--- src/rtl/wishbone_bus_if_pkg.sv ---
// Shared types for the core-to-Wishbone bridge: state encoding and ctrl stall width.
package wishbone_bus_if_pkg;

  localparam int STALL_W = 6;

  typedef enum logic [1:0] {
    WB_IDLE           = 2'b00,
    WB_BUSY           = 2'b01,
    WB_WAIT_FOR_STALL = 2'b11
  } wb_state_e;

endpackage

--- src/rtl/wishbone_bus_if.sv ---
// Bridges one core memory port onto a Wishbone B4 classic master, one cycle at a time,
// requesting a pipeline stall until the slave acknowledges.
module wishbone_bus_if
  import wishbone_bus_if_pkg::*;
#(
  parameter int AW = 32,
  parameter int DW = 32,
  parameter int SW = DW / 8
) (
  input  logic               clk,
  input  logic               rst,
  input  logic [STALL_W-1:0] stall_i,
  input  logic               flush_i,
  input  logic               cpu_ce_i,
  input  logic               cpu_we_i,
  input  logic [AW-1:0]      cpu_addr_i,
  input  logic [SW-1:0]      cpu_sel_i,
  input  logic [DW-1:0]      cpu_data_i,
  output logic [DW-1:0]      cpu_data_o,
  output logic               stallreq_o,
  input  logic               wb_ack_i,
  input  logic [DW-1:0]      wb_data_i,
  output logic [AW-1:0]      wb_addr_o,
  output logic [DW-1:0]      wb_data_o,
  output logic [SW-1:0]      wb_sel_o,
  output logic               wb_we_o,
  output logic               wb_stb_o,
  output logic               wb_cyc_o
);

  wb_state_e     state_q;
  logic [AW-1:0] wb_addr_q;
  logic [DW-1:0] wb_data_q;
  logic [SW-1:0] wb_sel_q;
  logic          wb_we_q;
  logic          wb_stb_q;
  logic          wb_cyc_q;
  logic [DW-1:0] rd_buf_q;
  // Direction of the current/last access; wb_we_q is already cleared once we reach WAIT_FOR_STALL.
  logic          req_we_q;

  // NOTE: all state here uses non-blocking assignments so every register sees pre-edge values.
  always_ff @(posedge clk) begin
    if (rst) begin
      state_q   <= WB_IDLE;
      wb_addr_q <= '0;
      wb_data_q <= '0;
      wb_sel_q  <= '0;
      wb_we_q   <= 1'b0;
      wb_stb_q  <= 1'b0;
      wb_cyc_q  <= 1'b0;
      rd_buf_q  <= '0;
      req_we_q  <= 1'b0;
    end else begin
      case (state_q)
        WB_IDLE: begin
          if (cpu_ce_i && !flush_i) begin
            wb_addr_q <= cpu_addr_i;
            wb_data_q <= cpu_data_i;
            wb_sel_q  <= cpu_sel_i;
            wb_we_q   <= cpu_we_i;
            wb_stb_q  <= 1'b1;
            wb_cyc_q  <= 1'b1;
            req_we_q  <= cpu_we_i;
            state_q   <= WB_BUSY;
          end
        end
        WB_BUSY: begin
          if (flush_i) begin
            wb_we_q  <= 1'b0;
            wb_stb_q <= 1'b0;
            wb_cyc_q <= 1'b0;
            state_q  <= WB_IDLE;
          end else if (wb_ack_i) begin
            wb_we_q  <= 1'b0;
            wb_stb_q <= 1'b0;
            wb_cyc_q <= 1'b0;
            rd_buf_q <= wb_data_i;
            state_q  <= (stall_i != '0) ? WB_WAIT_FOR_STALL : WB_IDLE;
          end
        end
        WB_WAIT_FOR_STALL: begin
          // Hold the returned data until ctrl releases the pipeline; never re-issue from here.
          if (stall_i == '0 || flush_i) begin
            state_q <= WB_IDLE;
          end
        end
        default: begin
          wb_we_q  <= 1'b0;
          wb_stb_q <= 1'b0;
          wb_cyc_q <= 1'b0;
          state_q  <= WB_IDLE;
        end
      endcase
    end
  end

  // NOTE: defaults first so every path assigns both outputs and no latch is inferred.
  always_comb begin
    stallreq_o = 1'b0;
    cpu_data_o = '0;
    if (!rst) begin
      case (state_q)
        WB_IDLE: stallreq_o = cpu_ce_i && !flush_i;
        WB_BUSY: begin
          if (!flush_i) begin
            if (wb_ack_i) cpu_data_o = req_we_q ? '0 : wb_data_i;
            else          stallreq_o = 1'b1;
          end
        end
        WB_WAIT_FOR_STALL: cpu_data_o = req_we_q ? '0 : rd_buf_q;
        default: ;
      endcase
    end
  end

  assign wb_addr_o = wb_addr_q;
  assign wb_data_o = wb_data_q;
  assign wb_sel_o  = wb_sel_q;
  assign wb_we_o   = wb_we_q;
  assign wb_stb_o  = wb_stb_q;
  assign wb_cyc_o  = wb_cyc_q;

endmodule
--- config.mk ---
export PLATFORM = sky130hd
export DESIGN_NAME = wishbone_bus_if
export DESIGN_NICKNAME = d
export VERILOG_FILES = /design/src/rtl/wishbone_bus_if_pkg.sv /design/src/rtl/wishbone_bus_if.sv
export SDC_FILE = /design/constraint.sdc
export NUM_CORES = 1
export LEC_CHECK = 0
export ABC_AREA = 1
export BUFFER_PORTS_ARGS = -buffer_cell sky130_fd_sc_hd__buf_2
export CAP_MARGIN = 20
export CORE_ASPECT_RATIO = 1.2
export CORE_MARGIN = 4
export CORE_UTILIZATION = 46
export CTS_BUF_LIST = sky130_fd_sc_hd__clkbuf_2
export DETAILED_ROUTE_END_ITERATION = 12
export GPL_TIMING_DRIVEN = 0
export PLACE_DENSITY = 0.88
export SYNTH_ARGS = -nofsm -noshare
export SYNTH_HDL_FRONTEND = slang
export SYNTH_SLANG_ARGS = --single-unit
--- constraint.sdc ---
create_clock -name clk -period 1.5 [get_ports clk]
set_input_delay 0.15 -clock clk [delete_from_list [all_inputs] [get_ports clk]]
set_output_delay 0.15 -clock clk [all_outputs]
set_load 0.005 [all_outputs]
# [Yosys cells after proc, flatten, opt, wreduce, memory -nomap -nowiden]
# Cells that the tools add are included.
[word_totals] output_inout_bits=104 reg_bits=105 in_bits=112 word_cells=47
[classes] reduce_logical=10 mux=22 eq_ne=5 n_bitwise=2
[op_table] operator="32-bit 2-to-1 mux" n=5
[op_table] operator="32-bit one-hot mux with 2 select lines" n=1
[op_table] operator="2-bit 2-to-1 mux" n=5
[op_table] operator="3-bit AND reduction" n=3
[op_table] operator="1-bit 2-to-1 mux" n=7
[op_table] operator="6-bit logical NOT" n=1
[op_table] operator="1-bit one-hot mux with 3 select lines" n=2
[op_table] operator="2-bit one-hot mux with 3 select lines" n=1
[op_table] operator="6-bit nonzero test" n=1
[op_table] operator="2-bit inequality test (second input constant)" n=2
[op_table] operator="3-bit inequality test (second input constant)" n=1
[op_table] operator="2-bit by 1-bit == test with 1-bit output (second input constant)" n=1
[op_table] operator="2-bit == test (second input constant)" n=1
[op_table] operator="2-bit logical NOT" n=1
[op_table] operator="1-bit NOT" n=2
[op_table] operator="1-bit one-hot mux with 2 select lines" n=1
[op_table] operator="2-bit AND reduction" n=1
[op_table] operator="1-bit logical AND" n=1
[op_table] operator="1-bit logical NOT" n=1
[op_table] operator="1-bit logical OR" n=1

# [Depth between registers and ports, before layout]
# Gate-level depths: netlist (run 1).
[depth] depth_word=5 depth_mapped=7

# [Worst setup path before layout (run 1)]
# No wires, ideal clock.
[synth_timing] kind="register -> output" from="register state_q[0]" to="output cpu_data_o[10]" slack_ns=0.306 arrival_ns=1.044 n_path_buf=1 stages_incl_launch_ff=8 path_cell_list="dfxtp_1 inv_2 nor2_4 nand3_2 clkinv_2 buf_8 nand2_2 a21oi_1"
[synth_between] elab_chain_cells=3
[synth_rtl] element="start, declared" line_no="wishbone_bus_if.sv:31" rtl="wb_state_e state_q;"
[synth_rtl] element="start signal, assigned" line_no="wishbone_bus_if.sv:79" rtl="state_q <= (stall_i != '0) ? WB_WAIT_FOR_STALL : WB_IDLE;"
[synth_rtl] element="2-bit == test or 2-bit by 1-bit == test with 1-bit output (tied branches)" line_no="wishbone_bus_if.sv:103" rtl="case (state_q)"
[synth_rtl] element="32-bit one-hot mux with 2 select lines *" line_no="wishbone_bus_if.sv:103"
[synth_rtl] element="32-bit 2-to-1 mux *" line_no="wishbone_bus_if.sv:102" rtl="if (!rst) begin"
[synth_rtl] element="end, declared" line_no="wishbone_bus_if.sv:19" rtl="output logic [DW-1:0] cpu_data_o,"
# Mark *: on every way between the ends. The rest lies on a longest branch, timed or not.

# [Final worst setup path (run 1)]
[layout_timing] from="register state_q[0]" to="output cpu_data_o[15]"
# Same word-level chain as after synthesis.

==> impl_metrics.tcl, run 1 <==
set metrics [dict create \
    status "finished with violations" \
    violations "setup timing" \
    async_flop_share 0 \
    clock.fmax_mhz 487 \
    port_buffers 214 \
    synth-seq-cells 105 \
    yosys.area_share.adder 0 \
    cp_slowest_cell "dfxtp_4" \
    die-area_um2 10400 \
    worst_pin_slew_ns 0.753 \
    arrival_ns 1.90 \
    worstReg2RegStart "state_q[0]$_SDFFE_PP0P_" \
    grt_use_total 0.311 \
    synth_mux_area_frac 0 \
    vdd_ir_drop_max_mv 0.855 \
    crit_buf_inv 4 \
    clk_transition_reported_paths_ns 0.25 \
    cp_cell_sequence "inv_4, nor2_4, nand3_4, clkinv_4, buf_6, nand2_1, a21oi_2, buf_2" \
    dieWidth_um 93.8 \
    slew_headroom 0.498 \
    io_pins 216 \
    layout_commonest_cell "buf_2" \
    critPathTopFamily "buffers and inverters" \
    synth_xor_area_frac 0 \
    r2r_end "wb_data_o[12]$_SDFFE_PP0N_" \
    critPathMaxFanout 10 \
    grt_setup_unrepaired "yes" \
    area_growth_syn_to_layout_pct 76.5 \
    synth_compound_area_frac 0.165 \
    cts_tree "built" \
    rr_worst_depth 12 \
    cap_violations 0 \
    pre_cts_slack_ns -0.0693 \
    min_path_type "in -> reg" \
    setup_viol 102 \
    rows 37 \
    grt_pass1_vias 5378 \
    period_minus_slack_ns 2.05 \
    coreArea_um2 8610 \
    critPathKind "reg -> out" \
    clock-sinks 105 \
    netlist_instances 544 \
    dieHeight_um 111 \
    ys_warn_count 0 \
    netlist_area_um2 4070 \
    finalHoldViolations 0 \
    finalNonFillerCells 1010 \
    grt_pass1_wl_mm 25.6 \
    insertion_delay_ns 0.58 \
    yosysUniqueCellTypes 21 \
    place_hpwl_mm 9.27 \
    finalMaxSlewViolations 0 \
    gp_congestion 0.807 \
    final.period_utilization 1.37 \
    min_to "rd_buf_q[2]$_SDFFE_PP0P_" \
    skew_ns 0.0483 \
    synth_edf_count 0 \
    vias_per_cell 5.45 \
    worstSetupStartpointType "flip-flop" \
    cts_root_buf "clkbuf_2" \
    p_leak_nw 3.22 \
    initial_utilization 0.472 \
    ys_seq_area_frac 0.517 \
    drive_gt1_frac 0.446 \
    power.total_mw 5.82 \
    p_per_area_nw_per_um2 811 \
    drtIter0Drc 426 \
    dr.pass1.iters 5 \
    critPathMaxStageDelay_ns 0.42 \
    end_kind "output port" \
    cts.path.max_buffers 2 \
    wl_per_cell_um 18.8 \
    synth-main-ff-cell "dfxtp_1" \
    synth_top_family_by_area "simple AND/OR/NAND/NOR gates" \
    diodes 0 \
    reg2reg_slack_ns -0.39 \
    dp.cells 875 \
    required_ns 1.35 \
    htree_num_levels 3 \
    syn-num-nets 656 \
    post-route-util 0.833 \
    wl_mm 19.0 \
    cts_buffers 9 \
    hold-path-cell-count 3 \
    antenna_found_initial 0 \
    vias 5507 \
    drc 0 \
    worstHoldStart "rst" \
    grt_overflow_total 0 \
    synth-simple-area-share 0.255 \
    layout_common_cells "buf_2 (218), nor2_1 (140), dlygate4sd3_1 (106), dfxtp_1 (103), nand2_1 (82)" \
    setup_tns_ns -31.63 \
    grt_max_degree 17 \
    crit_cells 8 \
    postRouteAntennaNets 0 \
    syn_avg_cell_area_um2 7.47 \
    setup_ws_ns -0.554 \
    final_net_count 1000 \
]
-- worst max path at each step --
| stage | start | to |
|---|---|---|
| 4_1_cts | state_q[1]$_SDFFE_PP0P_ | cpu_data_o[19] |
| 3_3_place_gp | state_q[0]$_SDFFE_PP0P_ | cpu_data_o[30] |
| 2_1_floorplan | state_q[0]$_SDFFE_PP0P_ | cpu_data_o[10] |
| 6_report | state_q[0]$_SDFFE_PP0P_ | cpu_data_o[15] |
| 3_5_place_dp | state_q[0]$_SDFFE_PP0P_ | cpu_data_o[30] |
| 5_1_grt | state_q[0]$_SDFFE_PP0P_ | cpu_data_o[15] |
-- through the flow --
stage	hold slack (ns)	cell area [um2]
after detailed placement	0.393	5280
after global placement	0.380	5280
after global routing	0.0488	7170
after CTS	0.0396	6640
final	0.101	7170
after floorplan	0.296	4070
-- synth_stat cells (2+ instances only) --
master / n / area (um2)
nand2_2: 10 / 62.6
a21oi_1: 66 / 330
buf_2: 7 / 35.0
buf_6: 5 / 56.3
buf_1: 3 / 11.3
o21ai_0: 58 / 290
inv_1: 4 / 15.0
nand3_1: 5 / 25.0
dfxtp_1: 105 / 2100
buf_4: 7 / 52.6
nand2_1: 99 / 372
clkbuf_1: 15 / 56.3
nor2_1: 142 / 533
o21ai_1: 10 / 50.1
clkinv_2: 2 / 10.0
-- worst reg2reg max path: stages (launching register included) --
cell and delay (ns):
dfxtp_4 0.41, buf_4 0.13, buf_6 0.11, nor2_4 0.11, nand3_4 0.11, buf_6 0.13
buf_6 0.10, buf_6 0.11, buf_12 0.14, buf_8 0.14, clkbuf_16 0.16, o21ai_2 0.12
nor2_1 0.05
-- area by class of cell --
type	instances	area, um2
multi-input combinational	394	2150
timing repair buffer	334	2320
tap	117	146
clock inverter	5	32.5
clock buffer	11	55.1
inverter	7	38.8
buffer	37	322
sequential	105	2110
fill	454	1440
-- layer usage --
metal / part of all wire / track usage / up-vias
met5: 0 / 0 / -
met4: 0.063 / 0.177 / 0
met3: 0.10 / 0.0937 / 116
met2: 0.49 / 0.549 / 431
met1: 0.34 / 0.317 / 2525
li1: - / - / 2435
-- state kept, by name, indices dropped and copies added (netlist names) --
name / count
wb_sel_o: 4
state_q: 2
wb_we_o: 1
rd_buf_q: 32
wb_data_o: 32
wb_addr_o: 32
wb_cyc_o: 1
req_we_q: 1
-- what timing repair did --
action | in CTS | in global routing
pin swaps | 8 | 13
endpoints found under the hold margin | 105 | 0
cloned | 1 | 2
hold buffers | 107 | 0
resized for setup | 49 | 201
endpoints found under the setup margin | 33 | 96
buffers inserted | 7 | 5
-- cells by family after synthesis --
| family | Yosys count |
|---|---|
| buffers and inverters | 45 |
| AOI/OAI and AO/OA | 134 |
| and+or+nand+nor | 260 |
| DFF | 105 |
-- report_power, final --
| group | leakage, nW | switching [mW] | internal [mW] |
|---|---|---|---|
| registers | 0.861 | 0.123 | 2.98 |
| logic | 2.30 | 0.804 | 0.746 |
| clock network | 0.0572 | 0.932 | 0.228 |
No activity file was read; power rests on OpenSTA's default activity.
==> run 2: changes to the inputs <==
--- a/config.mk
+++ b/config.mk
@@ -8,7 +8,7 @@
 export ABC_AREA = 1
 export BUFFER_PORTS_ARGS = -buffer_cell sky130_fd_sc_hd__buf_2
 export CAP_MARGIN = 20
-export CORE_ASPECT_RATIO = 1.2
+export CORE_ASPECT_RATIO = 1.1
 export CORE_MARGIN = 4
 export CORE_UTILIZATION = 46
 export CTS_BUF_LIST = sky130_fd_sc_hd__clkbuf_2
==> run 2 against run 1 <==
Net effect:
- the run ends with hold timing, setup timing left
- sequential power barely moved
- sequential share of layout area grew 1.7 points
- design area fell by 5.5%
- combinational power decreased by 18%
- clock power is 29% higher
==> impl_metrics.tcl, run 2 (same netlist as run 1, synthesis figures left out) <==
set metrics [dict create \
    violations "hold timing, setup timing" \
    grt_use_total 0.302 \
    setup_ws_ns -0.541 \
    postRouteAntennaNets 0 \
    rr_worst_depth 6 \
    worstSetupStartpointType "flip-flop" \
    end_kind "output port" \
    dieWidth_um 97.6 \
    slew_headroom 0.708 \
    final_net_count 994 \
    vdd_ir_drop_max_mv 0.509 \
    layout_common_cells "buf_2 (221), nor2_1 (141), dlygate4sd3_1 (106), dfxtp_1 (103), nand2_1 (88)" \
    finalMaxSlewViolations 0 \
    min_path_type "in -> reg" \
    insertion_delay_ns 0.58 \
    place_hpwl_mm 9.03 \
    cap_violations 0 \
    clock.fmax_mhz 490 \
    vias_per_cell 5.22 \
    hold-path-cell-count 4 \
    io_pins 216 \
    htree_num_levels 3 \
    worstReg2RegStart "state_q[0]$_SDFFE_PP0P_" \
    initial_utilization 0.478 \
    p_per_area_nw_per_um2 865 \
    p_leak_nw 3.11 \
    grt_overflow_total 0 \
    diodes 0 \
    r2r_end "wb_addr_o[31]$_SDFFE_PP0N_" \
    critPathKind "reg -> out" \
    status "finished with violations" \
    arrival_ns 1.89 \
    cts_tree "built" \
    cts_buffers 9 \
    timing.hold.ws_ns -0.00864 \
    area_growth_syn_to_layout_pct 66.9 \
    worstHoldStart "rst" \
    rows 35 \
    grt_setup_unrepaired "yes" \
    grt_pass1_wl_mm 25.5 \
    clock-sinks 105 \
    skew_ns 0.0420 \
    final.period_utilization 1.36 \
    cts_root_buf "clkbuf_2" \
    worst_pin_slew_ns 0.438 \
    critPathMaxFanout 10 \
    wl_mm 16.4 \
    setup_viol 33 \
    layout_commonest_cell "buf_2" \
    coreArea_um2 8500 \
    required_ns 1.35 \
    wl_per_cell_um 16.4 \
    clk_transition_reported_paths_ns 0.27 \
    vias 5208 \
    drtIter0Drc 242 \
    gp_congestion 0.842 \
    cts.path.max_buffers 2 \
    antenna_found_initial 0 \
    reg2reg_slack_ns 0.05 \
    dieHeight_um 107 \
    drc 0 \
    grt_max_degree 18 \
    port_buffers 214 \
    grt_pass1_vias 5288 \
    min_to "state_q[0]$_SDFFE_PP0P_" \
    period_minus_slack_ns 2.04 \
    die-area_um2 10400 \
    drive_gt1_frac 0.368 \
    dr.pass1.iters 6 \
    finalHoldViolations 1 \
    pre_cts_slack_ns -0.0984 \
]
==> run 2: changes by cell type in the layout (fill, tap and decap cells not counted), moves of 3 or more <==
cell | previous run | this run
buf_8 | 6 | 2
buf_4 | 9 | 15
buf_2 | 218 | 221
o21ai_2 | 60 | 2
clkbuf_2 | 11 | 14
o21ai_0 | 0 | 38
buf_6 | 14 | 4
nand2_2 | 21 | 14
nand2_1 | 82 | 88
o21ai_1 | 7 | 28
==> run 2: layout make-up <==
| type | instances | area, um2 |
|---|---|---|
| Timing Repair Buffer | 327 | 2190 |
| Sequential cell | 105 | 2110 |
| Multi-Input combinational cell | 394 | 1910 |
| Fill cell | 489 | 1710 |
| Buffer | 38 | 263 |
| Tap cell | 111 | 139 |
| Clock inverter | 7 | 93.8 |
| Clock buffer | 9 | 45.0 |
| Inverter | 7 | 41.3 |
==> run 2: worst max-delay path by stage <==
stage                                 start             end  slack (ns)  cells past startpoint
floorplan           state_q[0]$_SDFFE_PP0P_  cpu_data_o[10]        0.31                      7
global placement    state_q[0]$_SDFFE_PP0P_  cpu_data_o[21]       -0.01                      6
detailed placement  state_q[0]$_SDFFE_PP0P_  cpu_data_o[23]        -0.1                      6
CTS                 state_q[1]$_SDFFE_PP0P_      stallreq_o       -0.50                      7
global route        state_q[0]$_SDFFE_PP0P_  cpu_data_o[12]       -0.66                      8
finish              state_q[0]$_SDFFE_PP0P_  cpu_data_o[12]       -0.54                      8
==> run 2: layer usage <==
layer | global-route usage | share of wire | up-vias
met1 | 0.308 | 0.35 | 2376
met4 | 0.144 | 0.042 | 0
met2 | 0.561 | 0.51 | 331
met3 | 0.0911 | 0.095 | 74
met5 | 0 | 0 | -
li1 | - | - | 2427
==> run 2: worst max-delay path, stage by stage (launching register included) <==
cell and delay, ns:
dfxtp_4 0.43, inv_4 0.05, nor2_4 0.11, nand3_4 0.11
inv_8 0.10, buf_8 0.13, nand2_1 0.11, a21oi_2 0.16
buf_2 0.13
==> run 2: report_power, final <==
group          total (mW)  leakage, nW  switching, mW  internal, mW
clock network        1.50       0.0799          0.947         0.552
logic                1.27         2.17          0.650         0.622
registers            3.10        0.860          0.110          2.99
==> run 2: what timing repair did <==
action                                  4_1_cts  5_1_grt
pin swaps                                     2        3
endpoints found under the setup margin       33       68
setup buffers                                 4        2
gates resized for setup                      37       65
hold buffers                                106        0
cloned                                        1        0
hold endpoints to repair                    104        0
==> run 2: per-stage QoR <==
step	setup TNS [ns]	power (mW)	area [um2]	util	cells
floorplan	0	3.59	4070	-	544
global placement	-0.0223	3.98	5280	0.621	869
detailed placement	-0.550	4.02	5280	0.621	869
CTS	-14.94	5.72	6620	0.780	996
global route	-19.12	6.11	6780	0.798	998
finish	-15.18	5.87	6780	0.798	998
